**src/rtl/seq_multiplier.sv**
```systemverilog
// Multi-cycle shift-add multiplier: one multiplier bit per clock, 2*WIDTH-bit product on MulAns.
// Optional two's-complement operands when the SIGNED_MUL_EN macro is defined.
module seq_multiplier #(
    parameter int WIDTH = 32
) (
    input  logic                 clk,
    input  logic                 reset,
    input  logic                 start,
    input  logic [WIDTH-1:0]     multiplicand,
    input  logic [WIDTH-1:0]     multiplier,
    output logic                 busy,
    output logic                 done,
    output logic [2*WIDTH-1:0]   MulAns
);

    localparam int CW = (WIDTH > 1) ? $clog2(WIDTH) : 1;
    localparam int AW = 2 * WIDTH + 1;

    typedef enum logic [1:0] {
        IDLE = 2'b00,
        RUN  = 2'b01,
        DONE = 2'b10
    } state_t;

    state_t               state_r, state_s;
    logic [WIDTH-1:0]     mcand_r, mcand_s;
    logic [AW-1:0]        acc_r, acc_s;
    logic [CW-1:0]        count_r, count_s;
    logic                 busy_r, busy_s;
    logic                 done_r, done_s;
    logic [2*WIDTH-1:0]   ans_r, ans_s;
    logic [WIDTH:0]       upper_s;

`ifdef SIGNED_MUL_EN
    logic                 sign_r, sign_s;

    // Magnitude of a two's-complement operand; the most negative value maps to 2^(WIDTH-1).
    function automatic logic [WIDTH-1:0] op_mag(input logic [WIDTH-1:0] a);
        logic [WIDTH-1:0] m;
        if (a[WIDTH-1]) begin
            m = ~a + WIDTH'(1);
        end else begin
            m = a;
        end
        return m;
    endfunction

    // Two's-complement negation of the full-width product.
    function automatic logic [2*WIDTH-1:0] negate_wide(input logic [2*WIDTH-1:0] x);
        return ~x + (2*WIDTH)'(1);
    endfunction
`endif

    // Next-state, datapath and output decode for the shift-add sequence.
    always_comb begin
        state_s = state_r;
        mcand_s = mcand_r;
        acc_s   = acc_r;
        count_s = count_r;
        ans_s   = ans_r;
        upper_s = {(WIDTH+1){1'b0}};
`ifdef SIGNED_MUL_EN
        sign_s  = sign_r;
`endif
        case (state_r)
            IDLE: begin
                if (start) begin
`ifdef SIGNED_MUL_EN
                    mcand_s = op_mag(multiplicand);
                    acc_s   = {{(WIDTH+1){1'b0}}, op_mag(multiplier)};
                    sign_s  = multiplicand[WIDTH-1] ^ multiplier[WIDTH-1];
`else
                    mcand_s = multiplicand;
                    acc_s   = {{(WIDTH+1){1'b0}}, multiplier};
`endif
                    count_s = {CW{1'b0}};
                    state_s = RUN;
                end else begin
                    state_s = IDLE;
                end
            end
            RUN: begin
                // The upper half keeps one extra bit so the add carry is never lost.
                if (acc_r[0]) begin
                    upper_s = acc_r[AW-1:WIDTH] + {1'b0, mcand_r};
                end else begin
                    upper_s = acc_r[AW-1:WIDTH];
                end
                acc_s   = {1'b0, upper_s, acc_r[WIDTH-1:1]};
                count_s = count_r + CW'(1);
                if (count_r == CW'(WIDTH - 1)) begin
`ifdef SIGNED_MUL_EN
                    if (sign_r) begin
                        ans_s = negate_wide(acc_s[2*WIDTH-1:0]);
                    end else begin
                        ans_s = acc_s[2*WIDTH-1:0];
                    end
`else
                    ans_s = acc_s[2*WIDTH-1:0];
`endif
                    state_s = DONE;
                end else begin
                    state_s = RUN;
                end
            end
            DONE: begin
                state_s = IDLE;
            end
            default: begin
                state_s = IDLE;
            end
        endcase
        busy_s = (state_s == RUN) || (state_s == DONE);
        done_s = (state_s == DONE);
    end

    // State, datapath and registered-output update with synchronous reset.
    always_ff @(posedge clk) begin
        if (reset) begin
            state_r <= IDLE;
            mcand_r <= {WIDTH{1'b0}};
            acc_r   <= {AW{1'b0}};
            count_r <= {CW{1'b0}};
            busy_r  <= 1'b0;
            done_r  <= 1'b0;
            ans_r   <= {(2*WIDTH){1'b0}};
`ifdef SIGNED_MUL_EN
            sign_r  <= 1'b0;
`endif
        end else begin
            state_r <= state_s;
            mcand_r <= mcand_s;
            acc_r   <= acc_s;
            count_r <= count_s;
            busy_r  <= busy_s;
            done_r  <= done_s;
            ans_r   <= ans_s;
`ifdef SIGNED_MUL_EN
            sign_r  <= sign_s;
`endif
        end
    end

    assign busy   = busy_r;
    assign done   = done_r;
    assign MulAns = ans_r;

endmodule
```
**config.mk**
```make
export PLATFORM = sky130hd
export DESIGN_NAME = seq_multiplier
export DESIGN_NICKNAME = d
export VERILOG_FILES = /design/src/rtl/seq_multiplier.sv
export SDC_FILE = /design/constraint.sdc
export NUM_CORES = 1
export LEC_CHECK = 0
export BUFFER_PORTS_ARGS = -buffer_cell sky130_fd_sc_hd__buf_2
export CORE_MARGIN = 5
export CORE_UTILIZATION = 58
export DETAILED_ROUTE_END_ITERATION = 6
export GPL_ROUTABILITY_DRIVEN = 0
export HOLD_SLACK_MARGIN = 0.06
export PLACE_DENSITY_LB_ADDON = 0.25
export RECOVER_POWER = 50
export SKIP_CTS_REPAIR_TIMING = 1
export SLEW_MARGIN = 20
export SYNTH_ARGS = -nofsm -noshare
export SYNTH_HDL_FRONTEND = slang
export SYNTH_SLANG_ARGS = --single-unit
```
**constraint.sdc**
```tcl
create_clock -name clk -period 4.5 [get_ports clk]
set_clock_uncertainty 0.05 [all_clocks]
set_input_delay 1.125 -clock clk [delete_from_list [all_inputs] [get_ports clk]]
set_output_delay 1.125 -clock clk [all_outputs]
set_load 0.1 [all_outputs]
```
[Yosys cells after proc, flatten, opt, wreduce, memory -nomap -nowiden]
Cells that the tools add are included.
W data, S select, Z words.
Word-level totals
  input bits: 67
  output and inout bits: 66
  bits in registers: 170
Operators by class
  mux-type cells: 8
  add/sub/neg operators: 2
  equal/unequal tests: 5
  reduce and logical (&&, ||, !) cells: 6
Operators by type and width (number)
  $pmux W65 S2: 1
  $mux W65: 1
  $add A33 B32 Y33: 1
  $mux W33: 1
  $pmux W5 S2: 1
  $reduce_and A2 Y1: 3
  $add A5 B1 Y5 const B: 1
  $eq A5 B5 Y1 const B: 1
  $mux W5: 1
  $eq A2 B1 Y1 const B: 2
  $pmux W2 S2: 1
  $eq A2 B2 Y1 const B: 1
  $logic_not A2 Y1: 1
  $mux W2: 1
  $ne A2 B2 Y1 const B: 1
  $reduce_bool A2 Y1: 1
  $logic_or A1 B1 Y1: 1
  $mux W1: 1

[Depth between registers and ports, before layout]
  word-level depth: 5
  gate-level depth with buffers: 10
  mapped depth without buffers: 10

[Worst setup path after synthesis]
OpenSTA, ideal clock, no wires.
  path kind: register to register
  start point: register mcand_r[12]
  end point: register acc_r[56]
  path buffers: 0
  path slack: 1861 ps
  data required time: 4330 ps
  cell stages (with the launch flop): 10
  data arrival time: 2469 ps
  setup time: 120 ps
  clock period less this slack: 2639 ps
  path through: dfxtp_1 ha_1 a21o_1 a221o_2 a31oi_4 inv_2 o211a_1 or4_4 a41oi_2 o21ai_1
On the way
  longest elaborated chain between the ends: 3
Ends and longest elaborated chain
  from (decl): line 26  | logic [WIDTH-1:0] mcand_r, mcand_s;
  from (signal assigned): line 121  | mcand_r <= {WIDTH{1'b0}};
  from (signal assigned): line 132  | mcand_r <= mcand_s;
  $add A33 B32 Y33: line 85  | upper_s = acc_r[AW-1:WIDTH] + {1'b0, mcand_r};
  $mux W33: line 84  | if (acc_r[0]) begin
  $pmux W65 S2: line 65  | case (state_r)
  to (signal assigned): line 122  | acc_r <= {AW{1'b0}};
  to (signal assigned): line 133  | acc_r <= acc_s;
  to (decl): line 27  | logic [AW-1:0] acc_r, acc_s;
No other way between the ends.
A chain may end at the register's enable or synchronous reset.

[Final worst setup path]
  start point: register state_r[0]
  end point: register ans_r[61], in the netlist MulAns[61]
On the way
  longest elaborated chain between the ends: 2
Ends and longest elaborated chain
  from (decl): line 25  | state_t state_r, state_s;
  from (signal assigned): line 131  | state_r <= state_s;
  $eq A2 B1 Y1: line 65
  $reduce_and A2 Y1 (no line)
  to (signal assigned): line 126  | ans_r <= {(2*WIDTH){1'b0}};
  to (signal assigned): line 137  | ans_r <= ans_s;
  to (decl): line 31  | logic [2*WIDTH-1:0] ans_r, ans_s;
No other way between the ends.

==> metrics <==
status finished, violations left; failing checks capacitance limit, slew limit; worst path cell trace clkinv_1, clkbuf_1, nor2_1, buf_4, nand2_1, clkbuf_2, or3_1, o21ai_0, a311oi_1; largest delay contributor family on the critical path buffers and inverters; Tcrit/Tclk final approximately 79%; area grow syn2layout 15.2%; worst r2r dst MulAns[61]; via count approximately 7600; most numerous cell in the Yosys netlist nand2_1; post-DP HPWL 14.3 mm; setup tns final 0 ps; Cell Rows 43; drt drc 0; vias in the first global route between 7000 and 8000; part of the Yosys area used for sequential elements 41.8%; CTS tree yes; Routed WL ~21 mm; pwr dens between 300 and 400 nW/um^2; post-synth top area cell dfxtp_1; vias per inst between 5 and 6; Die Y 128 um; post-place setup slack 1510 ps; CTS Buffer Depth 2; DR WL met3 between 1 and 1.5 mm; RSZ-0062 raised after global routing false; static leakage between 3 and 4 nW; ys async rst share 0%; fmax roughly 280 MHz; Ys Warns 0; Slowest Stage Delay on Critical Path approximately 1200 ps; Ports between 100 and 150; Root Driver clkbuf_16; Post-synth EDFFs 0; Final nets ~1200; max_slew headroom -7.69%; Buf+Inv Stages, Crit Path 4; crit path DAT around 3800 ps; clock sinks between 150 and 200; hold_sp MulAns[19]; Setup Crit Path Kind flip-flop to flip-flop; min Tclk post-route 3530 ps; met1 WL around 9.4 mm; RR Startpoint state_r[0]; Post-synth top cells nand2_1 (184), dfxtp_1 (169), a21oi_1 (111); share of the synthesized area in the top cell type between 40% and 50%; initial core utilization between 50 and 60%; flop-to-flop setup slack around 970 ps; Port Buffer Count 132; syn nets about 1100; Slew Viols, Final 70; Post-Syn Instances between 900 and 1000; Seq cells post-synth approximately 170; total core area 13800 um^2; R2R depth 9; Worst setup EP type flip-flop; drt pass-1 iters 5; WP data required between 4000 and 5000 ps; Routed wire per std cell around 17 um; initial antenna violation count 0; finished layout cell area 9330 um^2; Max-cap violations 2; Startpoint Class flip-flop; Hold Vio Cnt, Final 0; Total Routing Usage GR 26.0%; top routing layer in use met4; top_reg_cell synth dfxtp_1; Area contributors post-synth dfxtp_1 (42%), nand2_1 (8.5%), a21oi_1 (6.9%); TritonCTS Buffers 17; first-pass GRT wire length 35.0 mm; worst slew pin tran 1620 ps; wire length on met2 about 10 mm; die area approximately 16000 um^2; synth unique cells 65; syn_area_per_cell about 8.1 um^2; Placed Area 8830 um^2; largest net degree at the start of global routing 83; fraction of layout cells with a size suffix above 1 between 10% and 20%; Worst-path clk slew about 70 ps; DRT antenna net count 0; Min-Delay Endpoint MulAns[19]; Worst Hold Class flip-flop to flip-flop; GRT overflow 0; later-pin clock latency in the skew report between 400 and 500 ps; VDD IR-drop max approximately 0.00029 V; slowest CP cell clkbuf_1; worst-path maximum fanout 43; Starting DRT DRC Count around 570; PnR worst setup slack around 970 ps; H-tree levels 4; hold depth 2; Cell Area, Synth 8100 um^2; setup violators final 0; chip width approximately 130 um
## placed cells by master (no fill, tap or decap), types with 3 or more instances in the layout
| master | count |
|---|---|
| buf_4 | 8 |
| nor2b_1 | 9 |
| a211oi_1 | 18 |
| or2_2 | 3 |
| nand2_1 | 184 |
| nand4_1 | 6 |
| dfxtp_1 | 168 |
| o21a_1 | 5 |
| and3_1 | 9 |
| xor2_1 | 4 |
| mux2i_1 | 18 |
| o21ai_0 | 50 |
| buf_2 | 82 |
| or3_1 | 3 |
| a31oi_1 | 7 |
| nor2_1 | 54 |
| and2_1 | 9 |
| a221oi_1 | 32 |
| nand2b_1 | 5 |
| clkbuf_1 | 52 |
| xnor2_1 | 14 |
| ha_1 | 35 |
| nand3_1 | 20 |
| a32oi_1 | 6 |
| a21o_1 | 15 |
| a311oi_1 | 4 |
| nor3_1 | 13 |
| clkbuf_16 | 17 |
| a22oi_1 | 4 |
| a21oi_1 | 111 |
| inv_1 | 38 |
| o211ai_1 | 8 |
| o22ai_1 | 32 |
| inv_6 | 6 |
## per-stage QoR
stage	utilization, %	cells	total power, mW	hold slack [ps]
2_1_floorplan	-	996	1.81	391
3_3_place_gp	64.1	1253	1.90	390
3_5_place_dp	64.1	1253	1.91	396
5_1_grt	67.7	1285	3.41	428
4_1_cts	68.3	1285	3.29	406
6_report	67.7	1286	3.28	407
## metal layers
metal	track usage [%]	vias to the layer above
li1	-	3762
met2	43.1	214
met5	0	-
met3	6.08	33
met1	33.5	3541
met4	8.36	0
## worst max path at each step
stage,end,start,cells past startpoint,slack (ps)
floorplan,acc_r[56],mcand_r[12],9,1860
global placement,acc_r[61],reset,7,1530
detailed placement,acc_r[61],reset,7,1510
CTS,MulAns[59],mcand_r[0],10,1520
global route,MulAns[61],state_r[0],9,670
finish,MulAns[61],state_r[0],9,970
## state kept, by name, summed over array words and instances, names as in the netlist
name	cells
count_r	5
busy	1
state_r	2
acc_r	64
done	1
MulAns	64
mcand_r	32
## cells by family after synthesis
group           count (synthesis)  share of synthesized area (%)
xor+xnor                       18                           1.95
mux                            19                           2.36
fa+ha+maj                      36                           5.66
buf+inv                       108                           5.02
flops                         169                           41.8
simple gates                  324                           17.4
compound gates                322                           25.9
## worst min-delay path, stage by stage, from the launching register on
cell and delay (ps):
dfxtp_1 310, nand2_1 50, a21oi_1 50
## final cells by class
class                           count  area (um^2)
Clock buffer                       18          439
Fill cell                        1223         4450
Timing Repair Buffer              143          671
Multi-Input combinational cell    719         4320
Clock inverter                     14          129
Tap cell                          180          225
Inverter                           42          158
Sequential cell                   169         3380
Antenna cell                        1         2.50
## power by group
group / total, mW / switching (mW) / internal, mW / leakage, nW
sequential: 1.58 / 0.0367 / 1.54 / 1.38
clock: 1.40 / 0.656 / 0.744 / 0.275
combinational: 0.300 / 0.188 / 0.112 / 2.09
total: 3.28 / 0.882 / 2.40 / 3.74
Power figures use the tool's default switching activity.
